[src/rtl/mac_tx_framer_if.sv]
// rtl/mac_tx_framer_if.sv - upstream byte handshake between frame generator and tx framer
interface mac_tx_framer_if;
    logic [7:0] mac_tx_data;
    logic       mac_tx_dvld;
    logic       mac_tx_ack;

    modport master (output mac_tx_data, output mac_tx_dvld, input mac_tx_ack);
    modport slave  (input mac_tx_data, input mac_tx_dvld, output mac_tx_ack);
endinterface

[src/rtl/mac_tx_framer.sv]
// rtl/mac_tx_framer.sv - GMII transmit framer: preamble/SFD, pad, CRC-32 FCS, inter-frame gap
module mac_tx_framer #(
    parameter int PREAMBLE_LEN  = 7,
    parameter int MIN_FRAME     = 60,
    parameter int MAX_PAYLOAD   = 1514,
    parameter int JUMBO_PAYLOAD = 9014,
    parameter int IFG_BYTES     = 12
) (
    input  logic           tx_clk,
    input  logic           reset_n,
    input  logic           conf_tx_en,
    input  logic           conf_tx_jumbo_en,
    input  logic           conf_tx_no_gen_crc,
    mac_tx_framer_if.slave up,
    output logic [7:0]     gmii_txd,
    output logic           gmii_tx_en,
    output logic           gmii_tx_er,
    output logic           frame_done,
    output logic           frame_err
);
    typedef enum logic [2:0] {IDLE, PREAMBLE, SFD, DATA, PAD, FCS, IFG} state_t;

    state_t      state, next_state, after_data;
    logic [3:0]  step, next_step;
    logic [13:0] byte_cnt, next_byte_cnt, cnt_inc, limit;
    logic [31:0] crc, next_crc, fcs;
    logic        jumbo_q, no_crc_q, next_jumbo, next_no_crc;
    logic        err_flag, next_err_flag;
    logic        start;
    logic [7:0]  txd_d;
    logic        tx_en_d, tx_er_d, ack_d, done_d, err_d;

    function automatic logic [31:0] crc32_byte(input logic [31:0] c, input logic [7:0] d);
        logic [31:0] r;
        r = c ^ {24'h0, d};
        for (int i = 0; i < 8; i++)
            r = r[0] ? ((r >> 1) ^ 32'hEDB88320) : (r >> 1);
        return r;
    endfunction

    assign start      = conf_tx_en && up.mac_tx_dvld;
    assign cnt_inc    = (byte_cnt == 14'h3FFF) ? byte_cnt : byte_cnt + 14'd1;
    assign limit      = (jumbo_q ? 14'(JUMBO_PAYLOAD) : 14'(MAX_PAYLOAD)) + (no_crc_q ? 14'd4 : 14'd0);
    assign fcs        = ~crc;
    assign after_data = no_crc_q ? IFG : ((byte_cnt < 14'(MIN_FRAME)) ? PAD : FCS);

    always_ff @(posedge tx_clk or negedge reset_n) begin
        if (!reset_n) begin
            state <= IDLE;
            step  <= 4'd0;
        end else begin
            state <= next_state;
            step  <= next_step;
        end
    end

    // step counts cycles spent in the current state; restarts on every transition
    always_comb begin
        next_state = state;
        case (state)
            IDLE:     if (start) next_state = PREAMBLE;
            PREAMBLE: if (step == 4'(PREAMBLE_LEN - 1)) next_state = SFD;
            SFD, DATA: next_state = up.mac_tx_dvld ? DATA : after_data;
            PAD:      if (byte_cnt >= 14'(MIN_FRAME)) next_state = FCS;
            FCS:      if (step == 4'd3) next_state = IFG;
            IFG:      if (step == 4'(IFG_BYTES - 1)) next_state = start ? PREAMBLE : IDLE;
            default:  next_state = IDLE;
        endcase
        next_step = (next_state == state) ? step + 4'd1 : 4'd0;
    end

    // Outputs are computed for the state being entered, so the registers line up with it
    always_comb begin
        next_byte_cnt = byte_cnt;
        next_crc      = crc;
        next_jumbo    = jumbo_q;
        next_no_crc   = no_crc_q;
        next_err_flag = err_flag;
        txd_d         = 8'h00;
        tx_en_d       = 1'b0;
        tx_er_d       = 1'b0;
        ack_d         = 1'b0;
        done_d        = 1'b0;
        err_d         = 1'b0;
        case (next_state)
            PREAMBLE: begin
                tx_en_d = 1'b1;
                txd_d   = 8'h55;
                if (state != PREAMBLE) begin
                    next_byte_cnt = 14'd0;
                    next_crc      = 32'hFFFFFFFF;
                    next_jumbo    = conf_tx_jumbo_en;
                    next_no_crc   = conf_tx_no_gen_crc;
                    next_err_flag = 1'b0;
                end
            end
            SFD: begin
                tx_en_d = 1'b1;
                txd_d   = 8'hD5;
                ack_d   = 1'b1;
            end
            DATA: begin
                tx_en_d       = 1'b1;
                txd_d         = up.mac_tx_data;
                next_byte_cnt = cnt_inc;
                next_crc      = crc32_byte(crc, up.mac_tx_data);
                if (cnt_inc > limit) begin
                    tx_er_d       = 1'b1;
                    next_err_flag = 1'b1;
                end
            end
            PAD: begin
                tx_en_d       = 1'b1;
                next_byte_cnt = cnt_inc;
                next_crc      = crc32_byte(crc, 8'h00);
            end
            FCS: begin
                tx_en_d = 1'b1;
                case (next_step[1:0])
                    2'd0:    txd_d = fcs[7:0];
                    2'd1:    txd_d = fcs[15:8];
                    2'd2:    txd_d = fcs[23:16];
                    default: txd_d = fcs[31:24];
                endcase
            end
            IFG: begin
                if (state != IFG) begin
                    done_d        = 1'b1;
                    err_d         = err_flag;
                    next_err_flag = 1'b0;
                end
            end
            default: ;
        endcase
    end

    always_ff @(posedge tx_clk or negedge reset_n) begin
        if (!reset_n) begin
            byte_cnt      <= 14'd0;
            crc           <= 32'hFFFFFFFF;
            jumbo_q       <= 1'b0;
            no_crc_q      <= 1'b0;
            err_flag      <= 1'b0;
            gmii_txd      <= 8'h00;
            gmii_tx_en    <= 1'b0;
            gmii_tx_er    <= 1'b0;
            up.mac_tx_ack <= 1'b0;
            frame_done    <= 1'b0;
            frame_err     <= 1'b0;
        end else begin
            byte_cnt      <= next_byte_cnt;
            crc           <= next_crc;
            jumbo_q       <= next_jumbo;
            no_crc_q      <= next_no_crc;
            err_flag      <= next_err_flag;
            gmii_txd      <= txd_d;
            gmii_tx_en    <= tx_en_d;
            gmii_tx_er    <= tx_er_d;
            up.mac_tx_ack <= ack_d;
            frame_done    <= done_d;
            frame_err     <= err_d;
        end
    end
endmodule

[src/flat_wrapper.sv]
// flat-port wrapper written by rule: the top's interface ports become plain ports
module mac_tx_framer_flat 
#(
    parameter int PREAMBLE_LEN  = 7,
    parameter int MIN_FRAME     = 60,
    parameter int MAX_PAYLOAD   = 1514,
    parameter int JUMBO_PAYLOAD = 9014,
    parameter int IFG_BYTES     = 12
)
  (tx_clk, reset_n, conf_tx_en, conf_tx_jumbo_en, conf_tx_no_gen_crc, gmii_txd, gmii_tx_en, gmii_tx_er, frame_done, frame_err, up_mac_tx_data, up_mac_tx_dvld, up_mac_tx_ack);
  mac_tx_framer_if up_i ();
  input  logic tx_clk;
  input  logic reset_n;
  input  logic conf_tx_en;
  input  logic conf_tx_jumbo_en;
  input  logic conf_tx_no_gen_crc;
  output logic [7:0] gmii_txd;
  output logic gmii_tx_en;
  output logic gmii_tx_er;
  output logic frame_done;
  output logic frame_err;
  input wire logic [$bits(up_i.mac_tx_data)-1:0] up_mac_tx_data;
  input wire logic [$bits(up_i.mac_tx_dvld)-1:0] up_mac_tx_dvld;
  output wire logic [$bits(up_i.mac_tx_ack)-1:0] up_mac_tx_ack;
  assign up_i.mac_tx_data = up_mac_tx_data;
  assign up_i.mac_tx_dvld = up_mac_tx_dvld;
  assign up_mac_tx_ack = up_i.mac_tx_ack;
  mac_tx_framer #(.PREAMBLE_LEN(PREAMBLE_LEN), .MIN_FRAME(MIN_FRAME), .MAX_PAYLOAD(MAX_PAYLOAD), .JUMBO_PAYLOAD(JUMBO_PAYLOAD), .IFG_BYTES(IFG_BYTES)) u_core (.tx_clk(tx_clk), .reset_n(reset_n), .conf_tx_en(conf_tx_en), .conf_tx_jumbo_en(conf_tx_jumbo_en), .conf_tx_no_gen_crc(conf_tx_no_gen_crc), .up(up_i), .gmii_txd(gmii_txd), .gmii_tx_en(gmii_tx_en), .gmii_tx_er(gmii_tx_er), .frame_done(frame_done), .frame_err(frame_err));
endmodule
[config.mk]
export PLATFORM = sky130hd
export DESIGN_NAME = mac_tx_framer_flat
export DESIGN_NICKNAME = d
export VERILOG_FILES = /design/src/rtl/mac_tx_framer_if.sv /design/src/rtl/mac_tx_framer.sv /design/src/flat_wrapper.sv
export SDC_FILE = /design/constraint.sdc
export NUM_CORES = 1
export LEC_CHECK = 0
export ABC_CLOCK_PERIOD_IN_PS = 4100
export CORE_UTILIZATION = 25
export DETAILED_ROUTE_END_ITERATION = 8
export GPL_TIMING_DRIVEN = 0
export REMOVE_ABC_BUFFERS = 1
export SETUP_SLACK_MARGIN = 0.5
export SYNTH_ARGS = -nofsm -noshare
export SYNTH_HDL_FRONTEND = slang
export SYNTH_SLANG_ARGS = --single-unit
[constraint.sdc]
create_clock -name tx_clk -period 4.1 [get_ports tx_clk]
set_input_delay 0.82 -clock tx_clk [delete_from_list [all_inputs] [get_ports tx_clk]]
set_output_delay 0.82 -clock tx_clk [all_outputs]
set_load 0.005 [all_outputs]
# After elaboration in Yosys (flattened, before gate mapping)
# Cells that the tools add are included.
# W data, S select, Z words.
dict set report totals {
  inputBits 14
  mem_bits_rw 0
  latch_bits 0
  memories 0
  mem_bits_ro 0
  out_inout_bits 13
  wordCells 122
  reg_bits 69
}
dict set report classes {
  n_div 0
  n_bitwise 18
  add_sub_neg 3
  multipliers 0
  n_lt_le_gt_ge 3
  n_reduce_logical 13
  n_shift 0
  muxes 48
  n_eq_ne 24
}
# operator count
set ops {}
lappend ops {{$mux W32} 17}
lappend ops {{$not A13 Y14} 16}
lappend ops {{$pmux W32 S3} 1}
lappend ops {{$mux W14} 3}
lappend ops {{$not A32 Y32} 1}
lappend ops {{$pmux W8 S4} 1}
lappend ops {{$xor A32 B8 Y32} 1}
lappend ops {{$pmux W14 S2} 1}
lappend ops {{$mux W3} 8}
lappend ops {{$pmux W8 S3} 1}
lappend ops {{$eq A3 B3 Y1 const B} 6}
lappend ops {{$pmux W3 S6} 1}
lappend ops {{$add A14 B1 Y14 const B} 1}
lappend ops {{$add A14 B14 Y14} 1}
lappend ops {{$eq A14 B14 Y1 const B} 1}
lappend ops {{$ge A14 B6 Y1 const B} 1}
lappend ops {{$gt A14 B14 Y1} 1}
lappend ops {{$lt A14 B6 Y1 const B} 1}
lappend ops {{$mux W1} 13}
lappend ops {{$eq A3 B2 Y1 const B} 4}
lappend ops {{$eq A3 B1 Y1 const B} 2}
lappend ops {{$ne A2 B1 Y1 const B} 3}
lappend ops {{$reduce_and A2 Y1} 3}
lappend ops {{$reduce_bool A3 Y1} 2}
lappend ops {{other kinds (18)} 19}

# Logic depth before layout (Yosys ltp)
# Gate-level depths: netlist of the first run.
dict set report depth {
  depth_word 18
  depth_mapped 14
  mapped_depth_nobuf 13
}

# Least setup slack after synthesis of the first run
# No wires, ideal clock.
dict set report synth_path {
  path_type {register to register}
  start {register u_core.byte_cnt[0]}
  end {register u_core.err_flag}
  period_less_slack_ns 3.126
  path_slack_ns 0.974
  path_stages_with_launch 13
  t_arrival_ns 3.061
  t_required_ns 4.035
  path_buffers 0
  setup_ns 0.065
  cell_sequence {dfrtp_1 ha_1 and3_1 nand4_1 nand2_1 or3_1 xnor2_1 ha_1 and4_1 nand3_1 or4_1 a31oi_1 a31o_1}
}
dict set report synth_via {
  elab_chain_len 8
  word_cells_on_any_way 20
  cone_classes {add/sub (1); order compare (3); eq/ne (7); mux (7); reduce/logical (2)}
}
# element line_no
set synth_rtl {}
lappend synth_rtl {{from (decl)} mac_tx_framer.sv:25} ;# logic [13:0] byte_cnt, next_byte_cnt, cnt_inc, limit;
lappend synth_rtl {{from (signal assigned)} mac_tx_framer.sv:151} ;# byte_cnt <= next_byte_cnt;
lappend synth_rtl {{parallel branches: the longest is 8 deep, another holds $add A14 B1 Y14} -}
lappend synth_rtl {{to (signal assigned)} mac_tx_framer.sv:155} ;# err_flag <= next_err_flag;
lappend synth_rtl {{to (decl)} mac_tx_framer.sv:28} ;# logic err_flag, next_err_flag;
# Several ways; the timed one is not identified.
# A chain may end at the register's enable or synchronous reset.

# Worst setup path in the final report of the first run
# Ends and elaborated chain as after synthesis.

==> results.json, run 1 <==
{
  "status": "finished, final reports clean",
  "r2r_start": "u_core.byte_cnt[0]",
  "grt_max_degree": 38,
  "grt_pass1_vias": 4518,
  "cts_hold_buf": 0,
  "holdCritPathClass": "input pin to async pin",
  "critical-path-max-stage-delay_ns": 0.43,
  "synth_compound_area_share_pct": 19.23,
  "cts_tree": "done",
  "synth_edf_count": 0,
  "fmax_mhz": 292.2,
  "reg2reg_depth": 13,
  "cts_root_buf": "clkbuf_16",
  "portBuffers": 26,
  "maxSlewViolCount": 0,
  "finClkSkew_ns": 0.006026,
  "dpl.hpwl_um": 10350,
  "postSynthCellCount": 606,
  "rsz0062_at_grt": "true",
  "synth_xor_area_share_pct": 22.07,
  "crit_top_cell": "ha_1",
  "vias": 4630,
  "yosys_warnings": 0,
  "cts_sinks": 69,
  "cp.required_ns": 4.32,
  "ant_nets": 0,
  "yosysSeqAreaShare_pct": 32.06,
  "hold_violations": 0,
  "die_y_um": 150.5,
  "synth_top_family_by_area": "XOR/XNOR gates",
  "syn_area_um2": 5510,
  "cts_buffers": 9,
  "tightest_slew_ns": 0.9710,
  "drt-initial-drc-count": 362,
  "drt-wirelength-per-cell_um": 17.39,
  "multi_input_area_um2": 3523,
  "synth-async-reset-ratio_pct": 100.0,
  "synth_adder_area_share_pct": 3.179,
  "yosysUniqueCellTypes": 71,
  "clock_latency_ns": 0.34,
  "r2r_slack_ns": 0.68,
  "coreArea_um2": 21290,
  "grt_use_total_pct": 14.49,
  "worstPathMaxFanout": 7,
  "wl_um": 15490,
  "setup_viol": 0,
  "die-area_um2": 22640,
  "cp.arrival_ns": 3.64,
  "layout.nets": 639,
  "regArea_um2": 1768,
  "gp_routability_congestion": 0.8620,
  "die_width_um": 150.5,
  "synthMuxAreaShare_pct": 2.520,
  "synth-main-ff-cell": "dfrtp_1",
  "syn_to_final_growth_pct": 16.71,
  "finalCritPeriodShare_pct": 83.46,
  "first_pass_iters": 5,
  "synth_area_per_cell_um2": 9.093,
  "antenna_found_initial": 0,
  "clk_pin_slew_ns": 0.06,
  "startpoint_type": "flop",
  "crit_type": "flop to flop",
  "path_cells": "ha_1, and3_1, nand4_1, nand2_1, or3_1, xnor2_1, ha_1, nand3_1, nor2_1, a221o_1, o31ai_1, a31oi_1, a31o_1",
  "rows": 53,
  "maxCapViolations": 0,
  "post-route-worst-setup-slack_ns": 0.6780,
  "crit_path_top_delay_cell": "dfrtp_1",
  "r2r_end": "u_core.err_flag",
  "antennaDiodeCount": 0,
  "ys_seq_elements": 69,
  "nFillCells": 2201,
  "yosys.area_share.simple_pct": 16.05,
  "crit_start": "u_core.byte_cnt[0]",
  "preCtsSetupSlack_ns": -1.118,
  "htreeDepth": 3,
  "grt_pass1_wl_um": 25160,
  "max-slew-margin-rel_pct": 35.27,
  "ioPinCount": 27,
  "endpoint_kind": "flop",
  "initial_core_util_pct": 25.89,
  "endpoint": "u_core.err_flag",
  "drc": 0,
  "grt-ovfl-total": 0,
  "period_needed_ns": 3.422,
  "vias_per_cell": 5.196,
  "drive_above_1_share_pct": 14.94,
  "cts_max_path_buffers": 2
}
==> synthesized netlist by cell type, types with 3 or more instances <==
cell,number,area share (%)
xnor2_1,87,14
xor2_1,40,6.4
nor2_1,39,2.7
dfrtp_1,37,17
dfstp_2,32,15
nand2_1,31,2.1
o21ai_0,30,2.7
a21oi_1,24,2.2
o22ai_1,24,2.7
clkbuf_1,21,1.4
nand3_1,20,1.8
inv_1,16,1.1
nor3_1,15,1.4
o22a_1,15,2.4
buf_2,14,1.3
ha_1,14,3.2
nand2b_1,13,1.5
a22oi_1,10,1.4
a311oi_1,9,1.4
and3_1,7,0.79
mux2_2,7,1.4
mux2i_1,6,1.1
nand4_1,5,0.57
o211ai_1,5,0.68
a2bb2oi_1,4,0.64
a32o_1,4,0.73
and4_1,4,0.64
nor4_1,4,0.45
xnor2_2,4,1.2
a22o_1,3,0.48
and2_1,3,0.34
buf_1,3,0.20
inv_2,3,0.20
nand3b_1,3,0.41
o221a_2,3,0.61
or3_1,3,0.34
==> kinds of logic after synthesis <==
logic type | after synthesis
xor+xnor | 133
mux | 13
buf+inv | 61
fa+ha+maj | 14
compound gates | 153
flops | 69
simple gates | 163
==> critical path, delay by kind of cell, from the launching register on <==
| family | cells | cell delay, ns |
|---|---|---|
| adder cells (fa/ha/maj) | 2 | 0.64 |
| AND/OR/NAND/NOR | 6 | 1.07 |
| XOR/XNOR | 1 | 0.26 |
| flip-flops | 1 | 0.43 |
| AO/OA/AOI/OAI | 4 | 0.88 |
==> worst min-delay path by stage <==
stage	end	slack [ns]
5_1_grt	u_core.gmii_txd[1]	0.46
3_3_place_gp	u_core.crc[14]	0.48
2_1_floorplan	u_core.err_flag	0.46
4_1_cts	u_core.gmii_txd[6]	0.45
3_5_place_dp	u_core.crc[14]	0.49
6_report	u_core.gmii_txd[1]	0.44
==> routing by layer <==
layer	up-vias	global-route usage (%)	share of wire, %
li1	2188	-	-
met1	2297	20.44	46
met2	122	22.00	46
met3	23	2.545	5.2
met4	0	5.152	2.5
met5	-	0	0
==> stage by stage <==
step	area [um^2]	hold WS, ns	instances	setup TNS, ns	util [%]
2_1_floorplan	5313	0.4645	564	0	-
3_3_place_gp	5917	0.4761	865	-58.58	27.80
3_5_place_dp	5964	0.4857	867	-33.23	28.02
4_1_cts	6404	0.4537	889	0	30.08
5_1_grt	6431	0.4617	891	0	30.21
6_report	6431	0.4412	891	0	30.21
==> flip-flops by register name, summed over array words and instances (netlist names) <==
| register | cells |
|---|---|
| u_core.crc | 32 |
| u_core.gmii_tx_en | 1 |
| u_core.up.mac_tx_ack | 1 |
| u_core.frame_err | 1 |
| u_core.state | 3 |
| u_core.step | 4 |
| u_core.err_flag | 1 |
| u_core.byte_cnt | 14 |
| u_core.frame_done | 1 |
| u_core.gmii_tx_er | 1 |
| u_core.jumbo_q | 1 |
| u_core.gmii_txd | 8 |
| u_core.no_crc_q | 1 |
==> cell type report <==
class / count / area share (%)
clock buffer: 11 / 3.930
sequential: 69 / 27.49
clock inverter: 5 / 1.654
inverter: 19 / 1.109
tap: 275 / 5.350
timing repair buffer: 36 / 5.681
multi-input combinational: 476 / 54.79
==> cells in the final DEF, fill, tap and decap left out, drive strengths merged, types with 5 or more instances in the layout <==
cell and instances:
a22oi 10, nand4 5, o22a 15, o22ai 24, xor2 41, inv 19
nand2b 13, mux2 7, clkdlybuf4s50 25, nor4 6, a311oi 9, xnor2 91
dfrtp 37, nor3 16, buf 11, clkbuf 11, nand2 32, a21oi 24
ha 14, dfstp 32, and3 7, o21ai 31, mux2i 6, nand3 20
o211ai 5, nor2 39
==> repair_timing <==
action | in CTS | in global routing
resized for setup | 9 | 2
endpoints found under the setup margin | 46 | 9
setup buffers | 6 | 2
pin swaps | 3 | 1
gates cloned | 0 | 0
Power of run 1 is not shown: default switching activity piles up to over one toggle a cycle in this logic, so the estimate is an artifact.
==> run 2: changes to the inputs <==
--- a/config.mk
+++ b/config.mk
@@ -5,7 +5,7 @@
 export SDC_FILE = /design/constraint.sdc
 export NUM_CORES = 1
 export LEC_CHECK = 0
-export ABC_CLOCK_PERIOD_IN_PS = 4100
+export ABC_CLOCK_PERIOD_IN_PS = 2900
 export CORE_UTILIZATION = 25
 export DETAILED_ROUTE_END_ITERATION = 8
 export GPL_TIMING_DRIVEN = 0
==> constraint.sdc (replaced) <==
create_clock -name tx_clk -period 2.9 [get_ports tx_clk]
set_input_delay 0.58 -clock tx_clk [delete_from_list [all_inputs] [get_ports tx_clk]]
set_output_delay 0.58 -clock tx_clk [all_outputs]
set_load 0.005 [all_outputs]
==> run 2 against run 1 <==
  * The run now ends with negative setup slack left
  * Cell area rose by 31%
  * Clock skew rose by 0.00075 ns
  * Register-to-register slack got worse by 1.0 ns
  * Cell count rose by 11%
  * Sequential share of layout area fell by 6.5 points
  * Maximum frequency rose by 6.4%
  * Utilization rose by 9.5 points
  * Via count rose by 21%
  * Non-clock buffer count rose by 84
==> results.json, run 2 (synthesized netlist as in run 1, its figures left out) <==
{
  "status": "complete, but fails checks",
  "failed_checks": "negative setup slack",
  "coreArea_um2": 21290,
  "endpoint": "u_core.err_flag",
  "max-slew-margin-rel_pct": 32.03,
  "initial_core_util_pct": 25.89,
  "antennaDiodeCount": 0,
  "crit_type": "flop to flop",
  "grt_use_total_pct": 17.64,
  "drive_above_1_share_pct": 43.64,
  "wl_um": 21390,
  "top_register": "u_core.crc",
  "setup_viol": 4,
  "portBuffers": 26,
  "most-common-layout-cells": "80 x xnor2_1, 48 x buf_4, 38 x xor2_1",
  "crit_start": "u_core.byte_cnt[0]",
  "vias_per_cell": 5.653,
  "drt-initial-drc-count": 570,
  "holdCritPathClass": "input pin to async pin",
  "maxCapViolations": 0,
  "finalCoreUtilization_pct": 39.70,
  "gp_routability_congestion": 0.8620,
  "grt-ovfl-total": 0,
  "layout.nets": 738,
  "antenna_found_initial": 0,
  "first_pass_iters": 5,
  "cts_hold_buf": 0,
  "finClkSkew_ns": 0.006776,
  "grt_max_degree": 38,
  "stdcell_count": 990,
  "largest_register_ffs": 32,
  "syn_to_final_growth_pct": 53.36,
  "r2r_start": "u_core.byte_cnt[0]",
  "clock_latency_ns": 0.35,
  "ioPinCount": 27,
  "post-route-worst-setup-slack_ns": -0.3173,
  "fmax_mhz": 310.8,
  "drc": 0,
  "tightest_slew_ns": 1.012,
  "htreeDepth": 3,
  "cts_sinks": 69,
  "placed_cells": 867,
  "cts_tree": "done",
  "finalCritPeriodShare_pct": 110.9,
  "r2r_end": "u_core.err_flag",
  "grt_pass1_vias": 5160,
  "cts_buffers": 9,
  "r2r_slack_ns": -0.32,
  "cp.arrival_ns": 3.50,
  "multi_input_area_um2": 4547,
  "clk_pin_slew_ns": 0.06,
  "period_needed_ns": 3.217,
  "cts_root_buf": "clkbuf_16",
  "regArea_um2": 1777,
  "rsz0062_at_grt": "true",
  "startpoint_type": "flop",
  "rows": 53,
  "top_regs": "u_core.crc: 32 flops, u_core.byte_cnt: 14 flops, u_core.gmii_txd: 8 flops",
  "endpoint_kind": "flop",
  "worstPathMaxFanout": 4,
  "cts_max_path_buffers": 2,
  "cp.required_ns": 3.18,
  "ant_nets": 0,
  "vias": 5596,
  "maxSlewViolCount": 0,
  "dpl.hpwl_um": 10350,
  "die_width_um": 150.5,
  "die_y_um": 150.5,
  "drt-wirelength-per-cell_um": 21.61,
  "grt_pass1_wl_um": 29940,
  "nFillCells": 1924,
  "final_common_cell": "xnor2_1",
  "die-area_um2": 22640,
  "hold_violations": 0,
  "reg2reg_depth": 16
}
==> run 2: worst min path at each step <==
stage,slack (ns),start,to
4_1_cts,0.21,reset_n,u_core.gmii_txd[6]
6_report,0.19,reset_n,u_core.gmii_txd[1]
3_3_place_gp,0.48,u_core.crc[14],u_core.crc[14]
3_5_place_dp,0.49,u_core.crc[14],u_core.crc[14]
5_1_grt,0.22,reset_n,u_core.gmii_txd[1]
2_1_floorplan,0.28,reset_n,u_core.byte_cnt[0]
==> run 2: layer usage <==
metal / share of wire, % / GRT usage (%)
met2: 47 / 27.19
met1: 40 / 24.17
met4: 3.6 / 6.061
met3: 9.0 / 3.848
met5: 0 / 0
==> run 2: per-stage QoR <==
step	hold WS, ns	TNS (ns)	worst slack (ns)	instance area, um^2
final	0.1884	-0.5470	-0.3173	8451
after global placement	0.4761	-161.23	-2.558	5917
after detailed placement	0.4857	-88.39	-2.222	5964
after floorplan	0.2844	-18.51	-0.6821	5313
after CTS	0.2137	-0.2061	-0.1526	7445
after global routing	0.2185	-1.024	-0.3831	8451
==> run 2: critical path: stages (launching register included) <==
cell and delay (ns):
dfrtp_2 0.43, ha_4 0.18, and3_4 0.18, nand4_1 0.17, nand2_2 0.11, buf_6 0.13
buf_6 0.11, buf_6 0.11, buf_6 0.10, buf_6 0.12, xnor2_4 0.13, ha_1 0.27
and3_4 0.18, a221oi_2 0.07, or4_4 0.55, a31oi_4 0.20, a31o_1 0.12
==> run 2: repair_timing <==
item,CTS,global route
endpoints found under the setup margin,66,63
setup buffers,43,43
hold endpoints to repair,0,0
gates cloned,12,9
pin swaps,48,71
gates resized for setup,154,102
==> run 2: area by class of cell <==
| class | instances | share of cell area, % |
|---|---|---|
| Tap cell | 275 | 4.072 |
| Timing Repair inverter | 1 | 0.05922 |
| Multi-Input combinational cell | 490 | 53.81 |
| Sequential cell | 69 | 21.02 |
| Clock inverter | 5 | 1.259 |
| Timing Repair Buffer | 120 | 15.61 |
| Clock buffer | 11 | 2.991 |
| Inverter | 19 | 1.184 |
Power of run 2 is left out for the same reason.
==> run 3: changes to the inputs <==
--- a/config.mk
+++ b/config.mk
@@ -8,6 +8,7 @@
 export ABC_CLOCK_PERIOD_IN_PS = 2900
 export CORE_UTILIZATION = 25
 export DETAILED_ROUTE_END_ITERATION = 8
+export DONT_BUFFER_PORTS = 1
 export GPL_TIMING_DRIVEN = 0
 export REMOVE_ABC_BUFFERS = 1
 export SETUP_SLACK_MARGIN = 0.5
==> run 3 against run 2 <==
  * The run still ends with negative setup slack left
  * Die area stayed put
  * Maximum frequency up 7.3%
  * Worst hold slack worse by 0.11 ns
  * Register-to-register slack improved by 0.22 ns
  * Critical path depth is 5 lower
  * First-iteration DRC count increased by 26%
  * Wire length decreased by 3.4%
  * Via count decreased by 2.2%
  * Flip-flop and latch count did not move
  * Critical path type unchanged
  * Highest routed layer unchanged
==> results.json, run 3 (synthesized netlist as in run 1, its figures left out) <==
{
  "initial_core_util_pct": 25.89,
  "portBuffers": 0,
  "drt-initial-drc-count": 717,
  "htreeDepth": 3,
  "finalCoreUtilization_pct": 36.11,
  "syn_to_final_growth_pct": 39.51,
  "fin_hold_ws_ns": 0.07792,
  "hold_violations": 0,
  "fmax_mhz": 333.6,
  "drc": 0,
  "cts_buffers": 9,
  "grt_max_degree": 38,
  "grt_pass1_vias": 5086,
  "top_register": "u_core.crc",
  "startpoint_type": "flop",
  "layout.nets": 704,
  "grt_pass1_wl_um": 29560,
  "die_width_um": 150.5,
  "critical-path-max-stage-delay_ns": 0.56,
  "cts_sinks": 69,
  "cp.arrival_ns": 3.27,
  "cts_root_buf": "clkbuf_16",
  "coreArea_um2": 21290,
  "vias": 5472,
  "ioPinCount": 27,
  "ant_nets": 0,
  "grt-ovfl-total": 0,
  "cp.required_ns": 3.17,
  "nFillCells": 2003,
  "largest_register_ffs": 32,
  "endpoint_kind": "flop",
  "first_pass_iters": 9,
  "top_regs": "u_core.crc: 32 flops, u_core.byte_cnt: 14 flops, u_core.gmii_txd: 8 flops",
  "maxCapViolations": 0,
  "clk_pin_slew_ns": 0.06,
  "post-route-worst-setup-slack_ns": -0.09797,
  "vias_per_cell": 5.724,
  "antennaDiodeCount": 0,
  "cts_tree": "done",
  "maxSlewViolCount": 0,
  "antenna_found_initial": 0,
  "path_delay_family": "compound AO/OA/AOI/OAI gates",
  "max-slew-margin-rel_pct": 37.85,
  "gp_routability_congestion": 0.8637,
  "finalCritPeriodShare_pct": 103.4,
  "status": "complete, but fails checks",
  "dpl.hpwl_um": 10040,
  "rows": 53,
  "die-area_um2": 22640,
  "cts_max_path_buffers": 2,
  "drive_above_1_share_pct": 40.38,
  "critPathBufInv": 4,
  "failed_checks": "negative setup slack",
  "die_y_um": 150.5,
  "setup_viol": 6,
  "finClkSkew_ns": 0.007428,
  "most-common-layout-cells": "82 x xnor2_1, 41 x buf_4, 38 x xor2_1, 38 x buf_6, 34 x nor2_1",
  "crit_type": "flop to flop",
  "final_common_cell": "xnor2_1",
  "tightest_slew_ns": 0.9256,
  "worstPathMaxFanout": 11,
  "grt_use_total_pct": 17.31,
  "wl_um": 20680,
  "path_cells": "buf_6, inv_6, ha_4, and3b_2, o22ai_2, a2111o_1, and2_2, o21a_4, buf_12, buf_4, o221a_2",
  "holdCritPathClass": "input pin to async pin",
  "rsz0062_at_grt": "true",
  "clock_latency_ns": 0.35,
  "drt-wirelength-per-cell_um": 21.63,
  "crit_path_top_delay_cell": "a2111o_1",
  "period_needed_ns": 2.998
}
-- run 3: cell type report --
cell class	count	area, um^2	area share [%]
Clock buffer	15	287.8	3.743
Clock inverter	1	5.005	0.06510
Inverter	19	97.59	1.270
Multi-Input combinational cell	491	4297	55.89
Sequential cell	69	1780	23.16
Tap cell	275	344.1	4.476
Timing Repair Buffer	86	875.8	11.39
-- run 3: through the flow --
stage | setup WS, ns | TNS (ns) | instance area (um^2) | instances
6_report | -0.09797 | -0.3963 | 7687 | 956
5_1_grt | -0.1994 | -1.083 | 7687 | 956
4_1_cts | -0.2083 | -0.6112 | 7204 | 929
3_5_place_dp | -1.544 | -62.23 | 5677 | 840
3_3_place_gp | -2.543 | -101.06 | 5657 | 839
2_1_floorplan | -0.6821 | -18.51 | 5313 | 564
-- run 3: final timing paths --
kind | depth (start not counted) | endpoint | slack, ns | startpoint
worst max-delay path | 11 | u_core.crc[0] | -0.1 | u_core.step[0]
worst min-delay path | 0 | u_core.crc[29] | 0.08 | reset_n
worst max register to register | 11 | u_core.crc[0] | -0.1 | u_core.step[0]
worst min register to register | 1 | u_core.err_flag | 0.50 | u_core.err_flag
max in group asynchronous | 1 | u_core.byte_cnt[9] | 2.58 | reset_n
min in group tx_clk | 1 | u_core.no_crc_q | 0.38 | conf_tx_no_gen_crc
-- run 3: worst register-to-register path, delay by kind of cell, from the launching register on --
family	cells	cell delay (ns)
flops	1	0.46
compound gates	4	1.24
simple gates	2	0.62
fa+ha+maj	1	0.12
buf+inv	4	0.48
-- run 3: routing by layer --
metal | routed length (um) | share of wire [%] | track usage (%) | up-vias
met1 | 8181 | 40 | 22.70 | 2683
met5 | 0 | 0 | 0 | -
met2 | 9491 | 46 | 26.36 | 343
met3 | 2017 | 9.8 | 4.818 | 92
li1 | - | - | - | 2354
met4 | 985 | 4.8 | 7.626 | 0
-- run 3: timing repair --
action	CTS	global route
hold buffers	1	0
hold endpoints to repair	37	0
resized for setup	152	62
pin swaps	59	43
cloned	15	1
setup buffers	57	26
setup endpoints to repair	65	59
Power of run 3 is left out for the same reason.
